==> config.mk <==
export PLATFORM = sky130hd
export DESIGN_NAME = wshb_arbiter_2to1
export DESIGN_NICKNAME = d
export VERILOG_FILES = /design/src/rtl/wshb_arb_pkg.sv /design/src/rtl/wshb_arb_watchdog.sv /design/src/rtl/wshb_arbiter_2to1.sv
export SDC_FILE = /design/constraint.sdc
export NUM_CORES = 1
export LEC_CHECK = 0
export ABC_CLOCK_PERIOD_IN_PS = 2630
export CAP_MARGIN = 20
export CORE_AREA = 2 2 131 133
export DETAILED_ROUTE_END_ITERATION = 10
export DIE_AREA = 0 0 133 135
export REMOVE_ABC_BUFFERS = 1
export SLEW_MARGIN = 20
export SYNTH_ARGS = -nofsm -noshare
export SYNTH_HDL_FRONTEND = slang
export SYNTH_HIERARCHICAL = 1
export SYNTH_SLANG_ARGS = --single-unit
==> constraint.sdc <==
create_clock -name sys_clk -period 2.63 [get_ports sys_clk]
set_input_delay 0.526 -clock sys_clk [delete_from_list [all_inputs] [get_ports sys_clk]]
set_output_delay 0.526 -clock sys_clk [all_outputs]
set_load 0.02 [all_outputs]
==> src/rtl/wshb_arb_pkg.sv <==
// Shared types and constants for the 2:1 Wishbone SDRAM arbiter.
//   arb_state_t : grant FSM encoding (idle, owned by M0, owned by M1, watchdog abort)
//   CTI_*       : Wishbone cycle-type identifiers used by the masters
package wshb_arb_pkg;

  typedef enum logic [1:0] {
    IDLE,
    OWN_M0,
    OWN_M1,
    ABORT
  } arb_state_t;

  localparam logic [2:0] CTI_CLASSIC = 3'b000;
  localparam logic [2:0] CTI_INCR    = 3'b010;
  localparam logic [2:0] CTI_EOB     = 3'b111;

endpackage

==> src/rtl/wshb_arb_watchdog.sv <==
// Stall watchdog for the arbiter's slave strobe.
//   sys_clk, sys_rst_n : clock, synchronous active-low reset
//   clr                : clear the count (termination seen or strobe idle)
//   run                : count this cycle (strobe outstanding)
//   expired            : count has reached TIMEOUT-1
// The counter saturates at its maximum value rather than wrapping.
module wshb_arb_watchdog #(
  parameter int unsigned TIMEOUT = 1024
) (
  input  logic sys_clk,
  input  logic sys_rst_n,
  input  logic clr,
  input  logic run,
  output logic expired
);

  localparam int unsigned CW = $clog2(TIMEOUT) + 1;
  localparam logic [CW-1:0] CntLast = CW'(TIMEOUT - 1);
  localparam logic [CW-1:0] CntMax  = '1;

  logic [CW-1:0] cnt_q;

  always_ff @(posedge sys_clk) begin
    if (!sys_rst_n || clr) begin
      cnt_q <= '0;
    end else if (run && (cnt_q != CntMax)) begin
      cnt_q <= cnt_q + CW'(1);
    end
  end

  assign expired = (cnt_q >= CntLast);

endmodule

==> src/rtl/wshb_arbiter_2to1.sv <==
// Two-master Wishbone arbiter in front of the single SDRAM slave port.
//   sys_clk, sys_rst_n        : clock, synchronous active-low reset
//   m0_* / m1_*               : master ports (M0 video reader, M1 pattern/frame writer)
//   s_*                       : slave port towards the SDRAM controller
//   gnt                       : current owner one-hot {M1,M0}, 00 when idle
// Whole cyc-framed cycles are granted, ownership round-robins under contention, and a
// strobe that waits too long for a termination is aborted with err to its owner.
module wshb_arbiter_2to1
  import wshb_arb_pkg::*;
#(
  parameter int unsigned DATA_BYTES = 4,
  parameter int unsigned ADR_W      = 32,
  parameter int unsigned TIMEOUT    = 1024
) (
  input  logic                    sys_clk,
  input  logic                    sys_rst_n,
  input  logic                    m0_cyc,
  input  logic                    m0_stb,
  input  logic                    m0_we,
  input  logic [ADR_W-1:0]        m0_adr,
  input  logic [8*DATA_BYTES-1:0] m0_dat_ms,
  input  logic [DATA_BYTES-1:0]   m0_sel,
  input  logic [2:0]              m0_cti,
  input  logic [1:0]              m0_bte,
  output logic [8*DATA_BYTES-1:0] m0_dat_sm,
  output logic                    m0_ack,
  output logic                    m0_err,
  output logic                    m0_rty,
  input  logic                    m1_cyc,
  input  logic                    m1_stb,
  input  logic                    m1_we,
  input  logic [ADR_W-1:0]        m1_adr,
  input  logic [8*DATA_BYTES-1:0] m1_dat_ms,
  input  logic [DATA_BYTES-1:0]   m1_sel,
  input  logic [2:0]              m1_cti,
  input  logic [1:0]              m1_bte,
  output logic [8*DATA_BYTES-1:0] m1_dat_sm,
  output logic                    m1_ack,
  output logic                    m1_err,
  output logic                    m1_rty,
  output logic                    s_cyc,
  output logic                    s_stb,
  output logic                    s_we,
  output logic [ADR_W-1:0]        s_adr,
  output logic [8*DATA_BYTES-1:0] s_dat_ms,
  output logic [DATA_BYTES-1:0]   s_sel,
  output logic [2:0]              s_cti,
  output logic [1:0]              s_bte,
  input  logic [8*DATA_BYTES-1:0] s_dat_sm,
  input  logic                    s_ack,
  input  logic                    s_err,
  input  logic                    s_rty,
  output logic [1:0]              gnt
);

  arb_state_t state_q, state_d;
  logic       last_q, last_d;               // last master served: 0 = M0, 1 = M1
  logic       abort_own_q, abort_own_d;     // owner of the cycle being aborted
  logic       abort_pulse_q, abort_pulse_d; // first ABORT cycle: err to owner

  logic active, own1, own_cyc, own_stb, term, wd_expired, expire;

  assign active  = (state_q == OWN_M0) || (state_q == OWN_M1);
  assign own1    = (state_q == OWN_M1) || ((state_q == ABORT) && abort_own_q);
  assign own_cyc = own1 ? m1_cyc : m0_cyc;
  assign own_stb = own1 ? m1_stb : m0_stb;
  assign term    = active && (s_ack || s_err || s_rty);
  assign expire  = wd_expired && s_stb && !term;

  wshb_arb_watchdog #(
    .TIMEOUT (TIMEOUT)
  ) u_watchdog (
    .sys_clk   (sys_clk),
    .sys_rst_n (sys_rst_n),
    .clr       (term || !s_stb),
    .run       (s_stb),
    .expired   (wd_expired)
  );

  always_ff @(posedge sys_clk) begin
    if (!sys_rst_n) begin
      state_q       <= IDLE;
      last_q        <= 1'b1;
      abort_own_q   <= 1'b0;
      abort_pulse_q <= 1'b0;
    end else begin
      state_q       <= state_d;
      last_q        <= last_d;
      abort_own_q   <= abort_own_d;
      abort_pulse_q <= abort_pulse_d;
    end
  end

  always_comb begin
    state_d       = state_q;
    last_d        = last_q;
    abort_own_d   = abort_own_q;
    abort_pulse_d = 1'b0;
    unique case (state_q)
      IDLE: begin
        if (m0_cyc && (!m1_cyc || last_q)) begin
          state_d = OWN_M0;
        end else if (m1_cyc) begin
          state_d = OWN_M1;
        end
      end
      OWN_M0: begin
        if (!m0_cyc) begin
          // Release wins over expiry: an abandoned cycle gets no response.
          last_d  = 1'b0;
          state_d = m1_cyc ? OWN_M1 : IDLE;
        end else if (expire) begin
          state_d       = ABORT;
          abort_own_d   = 1'b0;
          abort_pulse_d = 1'b1;
        end
      end
      OWN_M1: begin
        if (!m1_cyc) begin
          last_d  = 1'b1;
          state_d = m0_cyc ? OWN_M0 : IDLE;
        end else if (expire) begin
          state_d       = ABORT;
          abort_own_d   = 1'b1;
          abort_pulse_d = 1'b1;
        end
      end
      ABORT: begin
        if (!own_cyc) begin
          last_d  = abort_own_q;
          state_d = IDLE;
        end
      end
      default: state_d = IDLE;
    endcase
  end

  // Slave-side mux: everything forced to zero unless a master owns the bus.
  always_comb begin
    s_cyc    = active && own_cyc;
    s_stb    = active && own_cyc && own_stb;
    s_we     = 1'b0;
    s_adr    = '0;
    s_dat_ms = '0;
    s_sel    = '0;
    s_cti    = CTI_CLASSIC;
    s_bte    = '0;
    if (active) begin
      s_we     = own1 ? m1_we     : m0_we;
      s_adr    = own1 ? m1_adr    : m0_adr;
      s_dat_ms = own1 ? m1_dat_ms : m0_dat_ms;
      s_sel    = own1 ? m1_sel    : m0_sel;
      s_cti    = own1 ? m1_cti    : m0_cti;
      s_bte    = own1 ? m1_bte    : m0_bte;
    end
  end

  // Terminations reach only the owner; in ABORT the slave is ignored and the owner sees a
  // single synthetic err.
  always_comb begin
    m0_ack = (state_q == OWN_M0) && s_ack;
    m0_rty = (state_q == OWN_M0) && s_rty;
    m0_err = ((state_q == OWN_M0) && s_err) ||
             ((state_q == ABORT) && abort_pulse_q && !abort_own_q);
    m1_ack = (state_q == OWN_M1) && s_ack;
    m1_rty = (state_q == OWN_M1) && s_rty;
    m1_err = ((state_q == OWN_M1) && s_err) ||
             ((state_q == ABORT) && abort_pulse_q && abort_own_q);
  end

  assign m0_dat_sm = s_dat_sm;
  assign m1_dat_sm = s_dat_sm;
  assign gnt       = {(state_q != IDLE) && own1, (state_q != IDLE) && !own1};

endmodule

# Word level (Yosys, flattened, before mapping)
# Cells that the tools add are included.
# W data, S select, Z words.
[totals]
ff_bits = 16
latchBits = 0
ram_bits = 0
mem_bits_ro = 0
inputBits = 189
output_inout_bits = 148
elab_cells = 96
mem_count = 0
[classes]
n_addsub = 1
n_mul = 0
n_div = 0
n_lt_le_gt_ge = 1
eq_ne = 12
shift = 0
n_mux = 36
bitwise = 0
reduce_logical = 41
[ops]
columns = ["operator", "n"]
rows = [
  ["$mux W32", 4],
  ["$logic_and A1 B1 Y1", 19],
  ["$mux W2", 9],
  ["$mux W1", 15],
  ["$ne A2 B2 Y1 const B", 7],
  ["$add A11 B1 Y11 const B", 1],
  ["$ge A11 B10 Y1 const B", 1],
  ["$ne A11 B11 Y1 const B", 1],
  ["$logic_or A1 B1 Y1", 9],
  ["$mux W4", 2],
  ["$pmux W2 S4", 1],
  ["$logic_not A1 Y1", 6],
  ["$mux W3", 2],
  ["$reduce_and A5 Y1", 1],
  ["$eq A2 B2 Y1 const B", 2],
  ["$pmux W1 S2", 2],
  ["$reduce_and A4 Y1", 1],
  ["$reduce_bool A2 Y1", 2],
  ["$ne A3 B3 Y1 const B", 1],
  ["$pmux W1 S3", 1],
  ["$reduce_bool A3 Y1", 1],
  ["$eq A2 B1 Y1 const B", 1],
  ["$logic_not A2 Y1", 1],
  ["$reduce_and A2 Y1", 1],
]

# Depth between registers and ports, before layout
[depth]
ltp_word = 11
mapped_depth = 8
mapped_depth_nobuf = 8

# Modules after synthesis
# The synthesis kept the hierarchy.
[modules_own_cells]
columns = ["module", "instances", "cells_each", "area_per_inst_um2", "seq_area_each_um2"]
rows = [
  ["wshb_arbiter_2to1", 1, 389, 2268.4, 100.1],
  ["wshb_arb_watchdog", 1, 61, 588.1, 220.2],
]

# Least setup slack after synthesis
# Ideal clock, no wire load.
[synth_path]
path_kind = "reg2reg"
start = "register state_q[0]"
end = "register u_watchdog.cnt_q[8]"
setup_time_ps = 128
arrival_time_ps = 2565
required_ps = 2502
slack_ps = -62
path_stages_with_launch = 9
n_path_buf = 0
period_less_slack_ps = 2692
cell_sequence = "dfxtp_1 > inv_1 > ha_1 > a21oi_4 > mux2i_1 > nand3_1 > a2111oi_2 > xnor2_1 > nor2_1"
[synth_via]
elab_chain_len = 9
elab_cells_between_ends = 15
cone_classes = "3 x eq/ne; 2 x mux; 10 x reduce/logical"
[synth_lines]
columns = ["item", "line", "rtl"]
rows = [
  ["from (decl)", "wshb_arbiter_2to1.sv:56", "arb_state_t state_q, state_d;"],
  ["from (signal assigned)", "wshb_arbiter_2to1.sv:87", "state_q <= state_d;"],
  ["$eq A2 B2 Y1", "wshb_arbiter_2to1.sv:64", "assign own1 = (state_q == OWN_M1) || ((state_q == ABORT) && abort_own_q);"],
  ["$logic_and A1 B1 Y1", "wshb_arbiter_2to1.sv:64", ""],
  ["$logic_or A1 B1 Y1", "wshb_arbiter_2to1.sv:64", ""],
  ["$mux W1", "wshb_arbiter_2to1.sv:65", "assign own_cyc = own1 ? m1_cyc : m0_cyc;"],
  ["$logic_and A1 B1 Y1", "wshb_arbiter_2to1.sv:141", "s_stb = active && own_cyc && own_stb;"],
  ["$logic_and A1 B1 Y1 *", "wshb_arbiter_2to1.sv:141", ""],
  ["named net s_stb", "wshb_arbiter_2to1.sv:42", "output logic s_stb,"],
  ["$logic_not A1 Y1", "wshb_arbiter_2to1.sv:75", ".clr (term || !s_stb),"],
  ["$logic_or A1 B1 Y1", "wshb_arbiter_2to1.sv:75", ""],
  ["$logic_or A1 B1 Y1", "wshb_arb_watchdog.sv:24", "if (!sys_rst_n || clr) begin"],
  ["to (signal assigned)", "wshb_arb_watchdog.sv:27", "cnt_q <= cnt_q + CW'(1);"],
  ["to (decl)", "wshb_arb_watchdog.sv:21", "logic [CW-1:0] cnt_q;"],
]
# Mark *: on every way through the listed nets, which the timed path passes. The rest lies on a longest branch.
# A chain may end at the register's enable or synchronous reset.

# Worst setup path after layout
[layout_path]
start = "register state_q[0]"
end = "output port s_adr[14]"
[layout_via]
elab_chain_len = 5
elab_cells_between_ends = 8
cone_classes = "3 x eq/ne; 2 x mux; 3 x reduce/logical"
[layout_lines]
columns = ["item", "line", "rtl"]
rows = [
  ["$eq A2 B2 Y1", "wshb_arbiter_2to1.sv:64", ""],
  ["$logic_and A1 B1 Y1", "wshb_arbiter_2to1.sv:64", ""],
  ["$logic_or A1 B1 Y1", "wshb_arbiter_2to1.sv:64", ""],
  ["$mux W32", "wshb_arbiter_2to1.sv:150", "s_adr = own1 ? m1_adr : m0_adr;"],
  ["$mux W32 *", "wshb_arbiter_2to1.sv:148", "if (active) begin"],
  ["to (decl)", "wshb_arbiter_2to1.sv:44", "output logic [ADR_W-1:0] s_adr,"],
]
# Every way passes the cells marked *; elsewhere a longest branch is shown, timed or not.

==> qor.txt <==
TritonCTS Buffers: 3
PortBufs: 240
Setup crit start: state_q[0]
Syn Inst Count: 450
post-route design area: 5550 um2
Bufs on Longest Clock Path: 2
reg2reg setup slack: 150 ps
drt wl/cell: 22.8 um
largest net degree at the start of global routing: 35
actual slew at the worst max-slew pin: 431 ps
Die ar.: 18000 um2
drt drc: 0
Crit Path Max Fanout: 13
Cell Pwr Density: 450 nW/um2
Hold Path Depth: 2
GR Overflow Total: 0
post-route antenna net violation count: 0
io pins: 337
r2r endpoint: u_watchdog/cnt_q[7]
synth cell count leaders: nand2_1 (161), a21boi_0 (75), buf_4 (64), dfxtp_1 (16)
global-route usage over all layers: 21.3%
Synth Register Bits: 16
via count: 3933
vias in the first global route: 3969
worst relative slew slack: 71.3%
first-pass GRT wire length: 27300 um
num rows: 47
prevailing post-synth register cell: dfxtp_1
hold path startpoint: last_q
drt first pass iters: 4
Die W: 133 um
initial core utilization: 17.4%
largest cells by area after synthesis: nand2_1 (21%), a21boi_0 (20%), buf_4 (17%), dfxtp_1 (11%), ha_1 (2.6%)
Routed WL: 20100 um
library cells used by synthesis: 46
synthesized cell area: 2860 um2
Setup CP Type: flip-flop to primary output
crit path capture type: primary output
Synth top area share: 21.2%
Hold Vio Cnt, Final: 0
setup slack at placement: -116 ps
die height: 135 um
Clk Latency, worst-skew pair: 250 ps
Leakage: 2.37 nW
Post-synth ARST share: 0%
max frequency: 0.388 GHz
MaxCap Viol Count: 0
EDFF count, synth: 0
# fillers: 1782
Hold Path End: last_q
most common cell in the netlist: nand2_1
Clock Skew: 2.23 ps
Core Util, Final: 33.8%
final setup vio count: 0
P&R area growth vs syn: 94.2%
setup ws final: 52.1 ps
Worst-path clk slew: 50 ps
worst r2r src: state_q[0]
Max Transition Viols Final: 0
CP startpoint kind: flip-flop
routed vias/inst: 4.46
R2R depth: 12
post-synth top area cell: nand2_1
Ys Warns: 6
CTS sink cnt: 16
Worst EP arrival: 2050 ps
Post-DP Area: 5470 um2
initial antenna violation count: 1
RD Place Congestion: 0.896
Tmin final: 2580 ps
DR iter-0 viols: 227
RSZ-0062 raised after global routing: true
core area: 16400 um2
CP required: 2100 ps
layout net count: 857
layout cell share with drive strength beyond 1: 19.5%
H-tree Lvls: 1
Seq/Total Area, Yosys: 11.2%
root buffer cell: clkbuf_16
status: completed
maximum vdd drop: 0.203 mV
syn avg cell area: 6.35 um2
setup_tns: 0 ps
final worst path period share: 98.0%
CTS tree: built
Detailed Place HPWL: 17400 um
Min-Delay Path Class: flip-flop to flip-flop
-- cells in the final DEF, fill, tap and decap left out, types with 2 or more instances in the layout --
master,n
a2111oi_4,2
a211oi_1,2
a21boi_0,60
a21boi_1,14
a21o_1,2
a21oi_1,11
and2_1,5
and3_1,5
buf_12,15
buf_4,63
buf_6,2
clkbuf_16,5
clkbuf_2,25
clkdlybuf4s15_1,7
clkdlybuf4s15_2,2
clkdlybuf4s50_1,163
dfxtp_1,15
dlygate4sd1_1,6
dlygate4sd2_1,16
ha_1,3
ha_2,3
inv_1,4
mux2i_1,3
nand2_1,161
nand2b_1,5
nand3_1,8
nand4_1,2
nor2_1,11
nor2b_1,2
nor3_1,2
o211ai_1,2
o21ai_0,4
xnor2_1,5
xor2_1,2
-- worst max-delay path, stage by stage (launching register included) --
cell	delay (ps)
dfxtp_2	340
inv_1	60
ha_2	200
a21oi_4	150
buf_12	140
buf_6	180
buf_4	140
nand2_1	40
a21boi_0	180
dlygate4sd1_1	370
-- through the flow --
| stage | total power [mW] | instances | hold WS (ps) |
|---|---|---|---|
| after floorplan | 1.02 | 356 | 444 |
| after global placement | 2.23 | 873 | 472 |
| after detailed placement | 2.23 | 873 | 472 |
| after CTS | 2.47 | 877 | 486 |
| after global routing | 2.66 | 881 | 514 |
| final | 2.49 | 882 | 484 |
-- area by class of cell --
type	instances	area [um2]	area share (%)
inverter	4	15.0	0.271
antenna	1	2.50	0.0451
clock buffer	4	88.8	1.60
sequential	16	322	5.80
multi-input combinational	336	1960	35.3
timing repair buffer	301	2890	52.1
tap	220	275	4.96
-- worst max-delay path by stage --
| stage | end | slack [ps] | depth (start not counted) |
|---|---|---|---|
| 6_report | s_adr[14] | 50 | 9 |
| 5_1_grt | s_dat_ms[15] | -10 | 9 |
| 4_1_cts | s_dat_ms[25] | -8 | 10 |
| 3_5_place_dp | s_dat_ms[11] | -120 | 8 |
| 3_3_place_gp | s_dat_ms[11] | -100 | 8 |
| 2_1_floorplan | u_watchdog/cnt_q[8] | -1040 | 8 |
-- cells by family after synthesis --
| kind of cell | Yosys count | synth area share, % |
|---|---|---|
| xor gates and xnor gates | 7 | 2.15 |
| and+or+nand+nor | 208 | 31.1 |
| buffers and inverters | 98 | 21.9 |
| AOI/OAI and AO/OA | 112 | 30.0 |
| muxes | 3 | 1.05 |
| adders and majority gates | 6 | 2.63 |
| DFF | 16 | 11.2 |
-- where the power goes --
part / switching, mW / internal (mW)
combinational: 0.956 / 0.942
sequential: 0.00609 / 0.251
clock: 0.106 / 0.232
total: 1.07 / 1.42
-- flip-flops by register name, summed over array words and instances, names as in the netlist --
name,flops
u_watchdog/cnt_q,11
state_q,2
abort_own_q,1
abort_pulse_q,1
last_q,1
-- layer usage --
layer | vias to the layer above | GRT usage [%] | wire length, um | share of wire [%]
met5 | - | 4.44 | 109 | 0.54
met4 | 2 | 1.85 | 80 | 0.40
met3 | 10 | 16.0 | 3470 | 17
met2 | 308 | 36.6 | 9300 | 46
met1 | 1757 | 21.1 | 7130 | 35
li1 | 1856 | - | - | -
-- what timing repair did --
action	CTS	global route
pin swaps	0	1
hold buffers	0	0
gates resized for setup	74	106
buffers inserted	0	2
gates cloned	0	2
setup endpoints to repair	61	64
No activity file was read; power rests on OpenSTA's default activity.
